File: src/rtl/hazard_tracker.sv
// hazard_tracker: shadow E/M/W pipeline of decode info that produces the
// load-use stall and every forwarding-mux select for the five-stage MIPS core.
module hazard_tracker #(
    parameter int CNT_W = 32
) (
    input  logic             clk,
    input  logic             reset,
    input  logic [4:0]       D_A1,
    input  logic [4:0]       D_A2,
    input  logic [4:0]       D_A3,
    input  logic             D_RegWrite,
    input  logic [1:0]       D_rs_use,
    input  logic [1:0]       D_rt_use,
    input  logic [1:0]       D_new,
    output logic             stall,
    output logic [1:0]       D_rs_fwd,
    output logic [1:0]       D_rt_fwd,
    output logic [1:0]       E_rs_fwd,
    output logic [1:0]       E_rt_fwd,
    output logic             M_rt_fwd,
    output logic [CNT_W-1:0] stall_cnt
);

    // One shadow slot: what the real pipeline register for that stage holds,
    // reduced to the fields that matter for hazards.
    typedef struct packed {
        logic       valid;
        logic [4:0] a1;
        logic [4:0] a2;
        logic [4:0] a3;
        logic       reg_write;
        logic [1:0] new_stage;
    } entry_t;

    // Stage indices double as the forward-select codes of the matching stage.
    localparam logic [1:0] STAGE_E = 2'd1;
    localparam logic [1:0] STAGE_M = 2'd2;
    localparam logic [1:0] STAGE_W = 2'd3;
    localparam logic [1:0] USE_NONE = 2'd3;

    entry_t e_q;
    entry_t m_q;
    entry_t w_q;
    entry_t d_entry;

    // Remaining cycles before this entry's result reaches a pipeline register.
    function automatic logic [1:0] t_new(input entry_t ent, input logic [1:0] stage_idx);
        logic [1:0] remaining;
        remaining = 2'd0;
        if (ent.new_stage > stage_idx) begin
            remaining = ent.new_stage - stage_idx;
        end
        return remaining;
    endfunction

    // True when this entry will write register rnum (bubbles and $0 never match).
    function automatic logic produces(input entry_t ent, input logic [4:0] rnum);
        return ent.valid && ent.reg_write && (ent.a3 != 5'd0) && (ent.a3 == rnum);
    endfunction

    // A D-stage read must wait if a not-yet-ready producer in E or M would
    // deliver its result later than the reader needs it.
    function automatic logic read_stalls(input logic [4:0] rnum, input logic [1:0] use_code,
                                         input entry_t ent_e, input entry_t ent_m);
        logic hit;
        hit = 1'b0;
        if ((use_code != USE_NONE) && (rnum != 5'd0)) begin
            if (produces(ent_e, rnum) && (t_new(ent_e, STAGE_E) > use_code)) begin
                hit = 1'b1;
            end
            if (produces(ent_m, rnum) && (t_new(ent_m, STAGE_M) > use_code)) begin
                hit = 1'b1;
            end
        end
        return hit;
    endfunction

    // D-stage select: nearest producer among E, M, W decides; a not-ready
    // nearest producer forces the GRF path (the stall covers that case).
    function automatic logic [1:0] d_select(input logic [4:0] rnum, input entry_t ent_e,
                                            input entry_t ent_m, input entry_t ent_w);
        logic [1:0] sel;
        sel = 2'd0;
        if (rnum == 5'd0) begin
            sel = 2'd0;
        end else if (produces(ent_e, rnum)) begin
            sel = (t_new(ent_e, STAGE_E) == 2'd0) ? STAGE_E : 2'd0;
        end else if (produces(ent_m, rnum)) begin
            sel = (t_new(ent_m, STAGE_M) == 2'd0) ? STAGE_M : 2'd0;
        end else if (produces(ent_w, rnum)) begin
            sel = (t_new(ent_w, STAGE_W) == 2'd0) ? STAGE_W : 2'd0;
        end
        return sel;
    endfunction

    // E-stage select: same nearest-first rule, looking only at M then W.
    function automatic logic [1:0] e_select(input logic [4:0] rnum, input entry_t ent_m,
                                            input entry_t ent_w);
        logic [1:0] sel;
        sel = 2'd0;
        if (rnum == 5'd0) begin
            sel = 2'd0;
        end else if (produces(ent_m, rnum)) begin
            sel = (t_new(ent_m, STAGE_M) == 2'd0) ? STAGE_M : 2'd0;
        end else if (produces(ent_w, rnum)) begin
            sel = (t_new(ent_w, STAGE_W) == 2'd0) ? STAGE_W : 2'd0;
        end
        return sel;
    endfunction

    // Package the D inputs as a shadow entry; a new code of 00 means E.
    always_comb begin
        d_entry           = '0;
        d_entry.valid     = 1'b1;
        d_entry.a1        = D_A1;
        d_entry.a2        = D_A2;
        d_entry.a3        = D_A3;
        d_entry.reg_write = D_RegWrite;
        d_entry.new_stage = (D_new == 2'd0) ? STAGE_E : D_new;
    end

    // Stall decision and all forward selects, purely from the current entries.
    always_comb begin
        stall    = read_stalls(D_A1, D_rs_use, e_q, m_q) |
                   read_stalls(D_A2, D_rt_use, e_q, m_q);
        D_rs_fwd = d_select(D_A1, e_q, m_q, w_q);
        D_rt_fwd = d_select(D_A2, e_q, m_q, w_q);
        E_rs_fwd = e_select(e_q.a1, m_q, w_q);
        E_rt_fwd = e_select(e_q.a2, m_q, w_q);
        M_rt_fwd = (e_select(m_q.a2, '0, w_q) == STAGE_W);
    end

    // Advance the shadow pipeline; a stall drops a bubble into E.
    always_ff @(posedge clk or negedge reset) begin
        if (!reset) begin
            e_q <= '0;
            m_q <= '0;
            w_q <= '0;
        end else begin
            e_q <= stall ? entry_t'('0) : d_entry;
            m_q <= e_q;
            w_q <= m_q;
        end
    end

    // Count stalled cycles, wrapping naturally at the counter width.
    always_ff @(posedge clk or negedge reset) begin
        if (!reset) begin
            stall_cnt <= '0;
        end else if (stall) begin
            stall_cnt <= stall_cnt + CNT_W'(1);
        end
    end

endmodule

File: config.mk
export PLATFORM = sky130hd
export DESIGN_NAME = hazard_tracker
export DESIGN_NICKNAME = d
export VERILOG_FILES = /design/src/rtl/hazard_tracker.sv
export SDC_FILE = /design/constraint.sdc
export NUM_CORES = 1
export LEC_CHECK = 0
export ABC_CLOCK_PERIOD_IN_PS = 3900
export CAP_MARGIN = 20
export CORE_MARGIN = 4
export CORE_UTILIZATION = 54
export CTS_CLUSTER_SIZE = 25
export DETAILED_ROUTE_END_ITERATION = 6
export PLACE_DENSITY = 0.81
export SYNTH_ARGS = -nofsm -noshare
export SYNTH_HDL_FRONTEND = slang
export SYNTH_SLANG_ARGS = --single-unit
File: constraint.sdc
create_clock -name clk -period 3.9 [get_ports clk]
set_input_delay 0.39 -clock clk [delete_from_list [all_inputs] [get_ports clk]]
set_output_delay 0.39 -clock clk [all_outputs]
set_load 0.05 [all_outputs]
==> tab_implementation.tex <==
\begin{tabular}{lr}
\hline
Metric & Value \\
\hline
\multicolumn{2}{l}{\textbf{Drt}} \\
\quad Overall via count from detail\_route & 2845 \\
\quad Post-route DRC & 0 \\
\quad Via density per instance & 5.54 \\
\quad Detail-routed net length per standard cell & 17.0 um \\
\quad Final wirelength & 8.75 mm \\
\quad Drt pass-1 iters & 4 \\
\quad Antenna Violating Nets Remaining & 0 \\
\quad DRC marker count from the first detailed-route iteration & 93 \\
\multicolumn{2}{l}{\textbf{GRT}} \\
\quad Pin count of the biggest net entering global routing & 27 \\
\quad Gr ovfl total & 0 \\
\quad Global-route wire length before repair & 14.6 mm \\
\quad Aggregate global-route resource usage & 21.5\% \\
\quad Via count of the first global-routing pass & 3018 \\
\quad Antenna violations before repair & 0 \\
\multicolumn{2}{l}{\textbf{Power}} \\
\quad Static leakage power & 2.02 nW \\
\quad Areal power density over the cells & 363 nW/um2 \\
\quad Maximum VDD drop & 0.000212 V \\
\multicolumn{2}{l}{\textbf{Synthesis}} \\
\quad Number of synthesized flops with an enable pin & 0 \\
\quad Cells after Synth & 351 \\
\quad Netlist area before placement & 3910 um2 \\
\quad Area share of the largest cell type after synthesis & 46.0\% \\
\quad Most used flip-flop cell after synthesis & sky130\_fd\_sc\_hd\_\_dfrtp\_1 \\
\quad Yosys warning total & 0 \\
\quad Async set-reset flop share out of synthesis & 100\% \\
\quad Area contributors post-synth & sky130\_fd\_sc\_hd\_\_dfrtp\_1 46\%, sky130\_fd\_sc\_hd\_\_xor2\_1 12\%, sky130\_fd\_sc\_hd\_\_xnor2\_1 7.6\% \\
\quad Number of synthesized register bits & 72 \\
\quad Syn Nets & 382 \\
\quad Most repeated cell in the gate-level netlist after synthesis & sky130\_fd\_sc\_hd\_\_dfrtp\_1 \\
\quad Share of synthesized area occupied by flip-flops and latches & 46.0\% \\
\quad Mean instance size in the synthesized netlist & 11.2 um2 \\
\quad Count of unique library cells instantiated by Yosys & 47 \\
\quad Commonest cells post-synth & 72 x sky130\_fd\_sc\_hd\_\_dfrtp\_1, 52 x sky130\_fd\_sc\_hd\_\_xor2\_1, 34 x sky130\_fd\_sc\_hd\_\_xnor2\_1 \\
\quad Top cell type by total area after synthesis & sky130\_fd\_sc\_hd\_\_dfrtp\_1 \\
\multicolumn{2}{l}{\textbf{Clock network}} \\
\quad PostCTS Resize Cnt & 0 \\
\quad Insertion delay of the later-clocked pin in the worst-skew pair & 0.35 ns \\
\quad Max Buffers Root-to-Sink & 2 \\
\quad CTS tree & yes \\
\quad Clock slew at the register clock pins of the worst setup and hold paths & 0.08 ns \\
\quad Clock root buffer & sky130\_fd\_sc\_hd\_\_clkbuf\_8 \\
\quad Hold-fix buffer count after cts & 0 \\
\quad Number of post-CTS setup repair buffers & 0 \\
\quad Number of clock buffers inserted by TritonCTS & 9 \\
\quad Clk sink count & 72 \\
\quad Clock H-tree levels & 3 \\
\multicolumn{2}{l}{\textbf{Timing}} \\
\quad Hold slack final & -0.0111 ns \\
\quad Number of pins with negative max-slew slack in the final report & 0 \\
\quad Final hold violation count & 20 \\
\quad Slew headroom & 58.5\% \\
\quad Setup skew after layout & 0.0129 ns \\
\quad Summed negative setup slack over all endpoints & 0 ns \\
\quad Timing-limited maximum frequency & 287 MHz \\
\quad Unrepaired setup endpoints after global routing & false \\
\quad Least-Margin Pin Slew & 0.621 ns \\
\quad Final Critical Period & 3.48 ns \\
\quad Post-layout worst setup margin & 0.416 ns \\
\quad Share of the clock period used by the worst path & 89.3\% \\
\quad Final setup violation count & 0 \\
\multicolumn{2}{l}{\textbf{Final layout}} \\
\quad Count of placed standard cells in the final layout, fillers left out & 514 \\
\quad Area growth from synthesis to final layout & 23.0\% \\
\quad Net count, final & 444 \\
\quad Number of inserted diodes & 0 \\
\quad Share of layout cells above drive strength 1 & 13.2\% \\
\quad Post-route cell area & 4810 um2 \\
\multicolumn{2}{l}{\textbf{Critical path}} \\
\quad Reg-to-reg startpoint & e\_q[1]\$\_DFF\_PN0\_ \\
\quad CP startpoint kind & flop \\
\quad Maximum net fanout on the critical path & 6 \\
\quad Worst EP arrival & 3.09 ns \\
\quad Start point of the critical path & m\_q[4]\$\_DFF\_PN0\_ \\
\quad Req. time, crit path & 3.51 ns \\
\quad Type of destination of the critical path & output port \\
\quad Worst Path Class, Setup & flop to output port \\
\multicolumn{2}{l}{\textbf{Floorplan}} \\
\quad Initial standard-cell utilization of the core & 56.7\% \\
\quad Core region area & 6910 um2 \\
\quad Die ar. & 8670 um2 \\
\quad Width of the chip & 93.1 um \\
\quad Die Y-Extent & 93.1 um \\
\quad Number of top-level design ports & 66 \\
\quad Row count & 30 \\
\multicolumn{2}{l}{\textbf{Min path}} \\
\quad Worst min path class & primary input to asynchronous set/reset pin \\
\multicolumn{2}{l}{\textbf{Outcome}} \\
\quad Violations in the final reports & hold timing \\
\quad Outcome & complete, but fails checks \\
\multicolumn{2}{l}{\textbf{Placement}} \\
\quad DP Worst Slack & 0.522 ns \\
\quad Placed instance area & 4610 um2 \\
\quad Final weighted congestion in routability-driven placement & 0.864 \\
\quad Placed insts & 498 \\
\quad IO buf count & 65 \\
\quad Post-DP HPWL & 6.35 mm \\
\multicolumn{2}{l}{\textbf{Job}} \\
\quad Number of maximum-capacitance violations & 0 \\
\hline
\end{tabular}
## worst paths after layout
check                                            endpoint  slack, ns  depth (start not counted)
worst max-delay path                          D_rs_fwd[1]       0.42                          6
worst min-delay path             stall_cnt[1]$_DFFE_PN0P_      -0.01                          1
worst max register to register  stall_cnt[29]$_DFFE_PN0P_       1.09                          7
worst min register to register          m_q[18]$_DFF_PN0_       0.38                          0
max in group asynchronous                w_q[5]$_DFF_PN0_       3.20                          2
min in group clk                        m_q[18]$_DFF_PN0_       0.38                          0
## critical path, cell delays in order (launching register included)
cell,delay (ns)
sky130_fd_sc_hd__dfrtp_1,0.50
sky130_fd_sc_hd__or4_4,0.58
sky130_fd_sc_hd__o211ai_4,0.26
sky130_fd_sc_hd__or3_1,0.18
sky130_fd_sc_hd__nand4_1,0.14
sky130_fd_sc_hd__a211oi_1,0.25
sky130_fd_sc_hd__clkdlybuf4s50_1,0.84
## cell usage in the layout, fill, tap and decap left out, drive strengths merged, types with 2 or more instances in the layout
cell type,instances
a2111oi,11
a211oi,15
a21oi,10
and2,2
and3,19
buf,11
clkbuf,10
clkdlybuf4s50,61
clkinv,4
dfrtp,72
ha,7
inv,13
mux2i,2
nand2,17
nand2b,2
nand3,15
nand4,8
nor2,8
nor3,6
nor3b,2
nor4,7
o211ai,2
o21ai,2
or3,5
or4,9
xnor2,34
xor2,52
## power by group
group / total (mW) / switching [mW] / internal [mW]
logic: 0.294 / 0.166 / 0.128
clock network: 0.608 / 0.293 / 0.315
registers: 0.847 / 0.0615 / 0.786
total: 1.75 / 0.521 / 1.23
## through the flow
step / util (%) / power, mW
global placement: 66.7 / 1.15
global route: 69.7 / 1.83
finish: 69.7 / 1.75
detailed placement: 66.7 / 1.16
floorplan: - / 1.04
CTS: 69.7 / 1.76
## routing by layer
metal  vias up  wire length (um)  track usage [%]
met4         0               109             6.47
met2        64              4340             36.8
met5         -                 0                0
met1      1408              3950             28.2
met3        11               346             3.46
li1       1362                 -                -
## final cells by class
class                      instances  area [um2]
tap                               96         120
clock buffer                      10         138
fill                             533        2090
sequential                        72        1800
multi-input combinational        245        1950
inverter                          13        48.8
timing repair buffer              72         691
clock inverter                     6        68.8
## state kept, by name, summed over array words and instances (netlist names)
name / count
e_q: 19
w_q: 7
stall_cnt: 32
m_q: 14
## cell families (layout without fill, tap and decap cells)
logic type               Yosys count  in the layout  synth area share, %
buffers and inverters             34            101                 4.44
flip-flops                        72             72                 46.0
adder cells (fa/ha/maj)            7              7                 2.24
multiplexers                       3              3                0.895
AND/OR/NAND/NOR                  104            104                 15.4
XOR/XNOR                          86             86                 19.2
AO/OA/AOI/OAI                     45             45                 11.8
No activity file was read; power rests on OpenSTA's default activity.
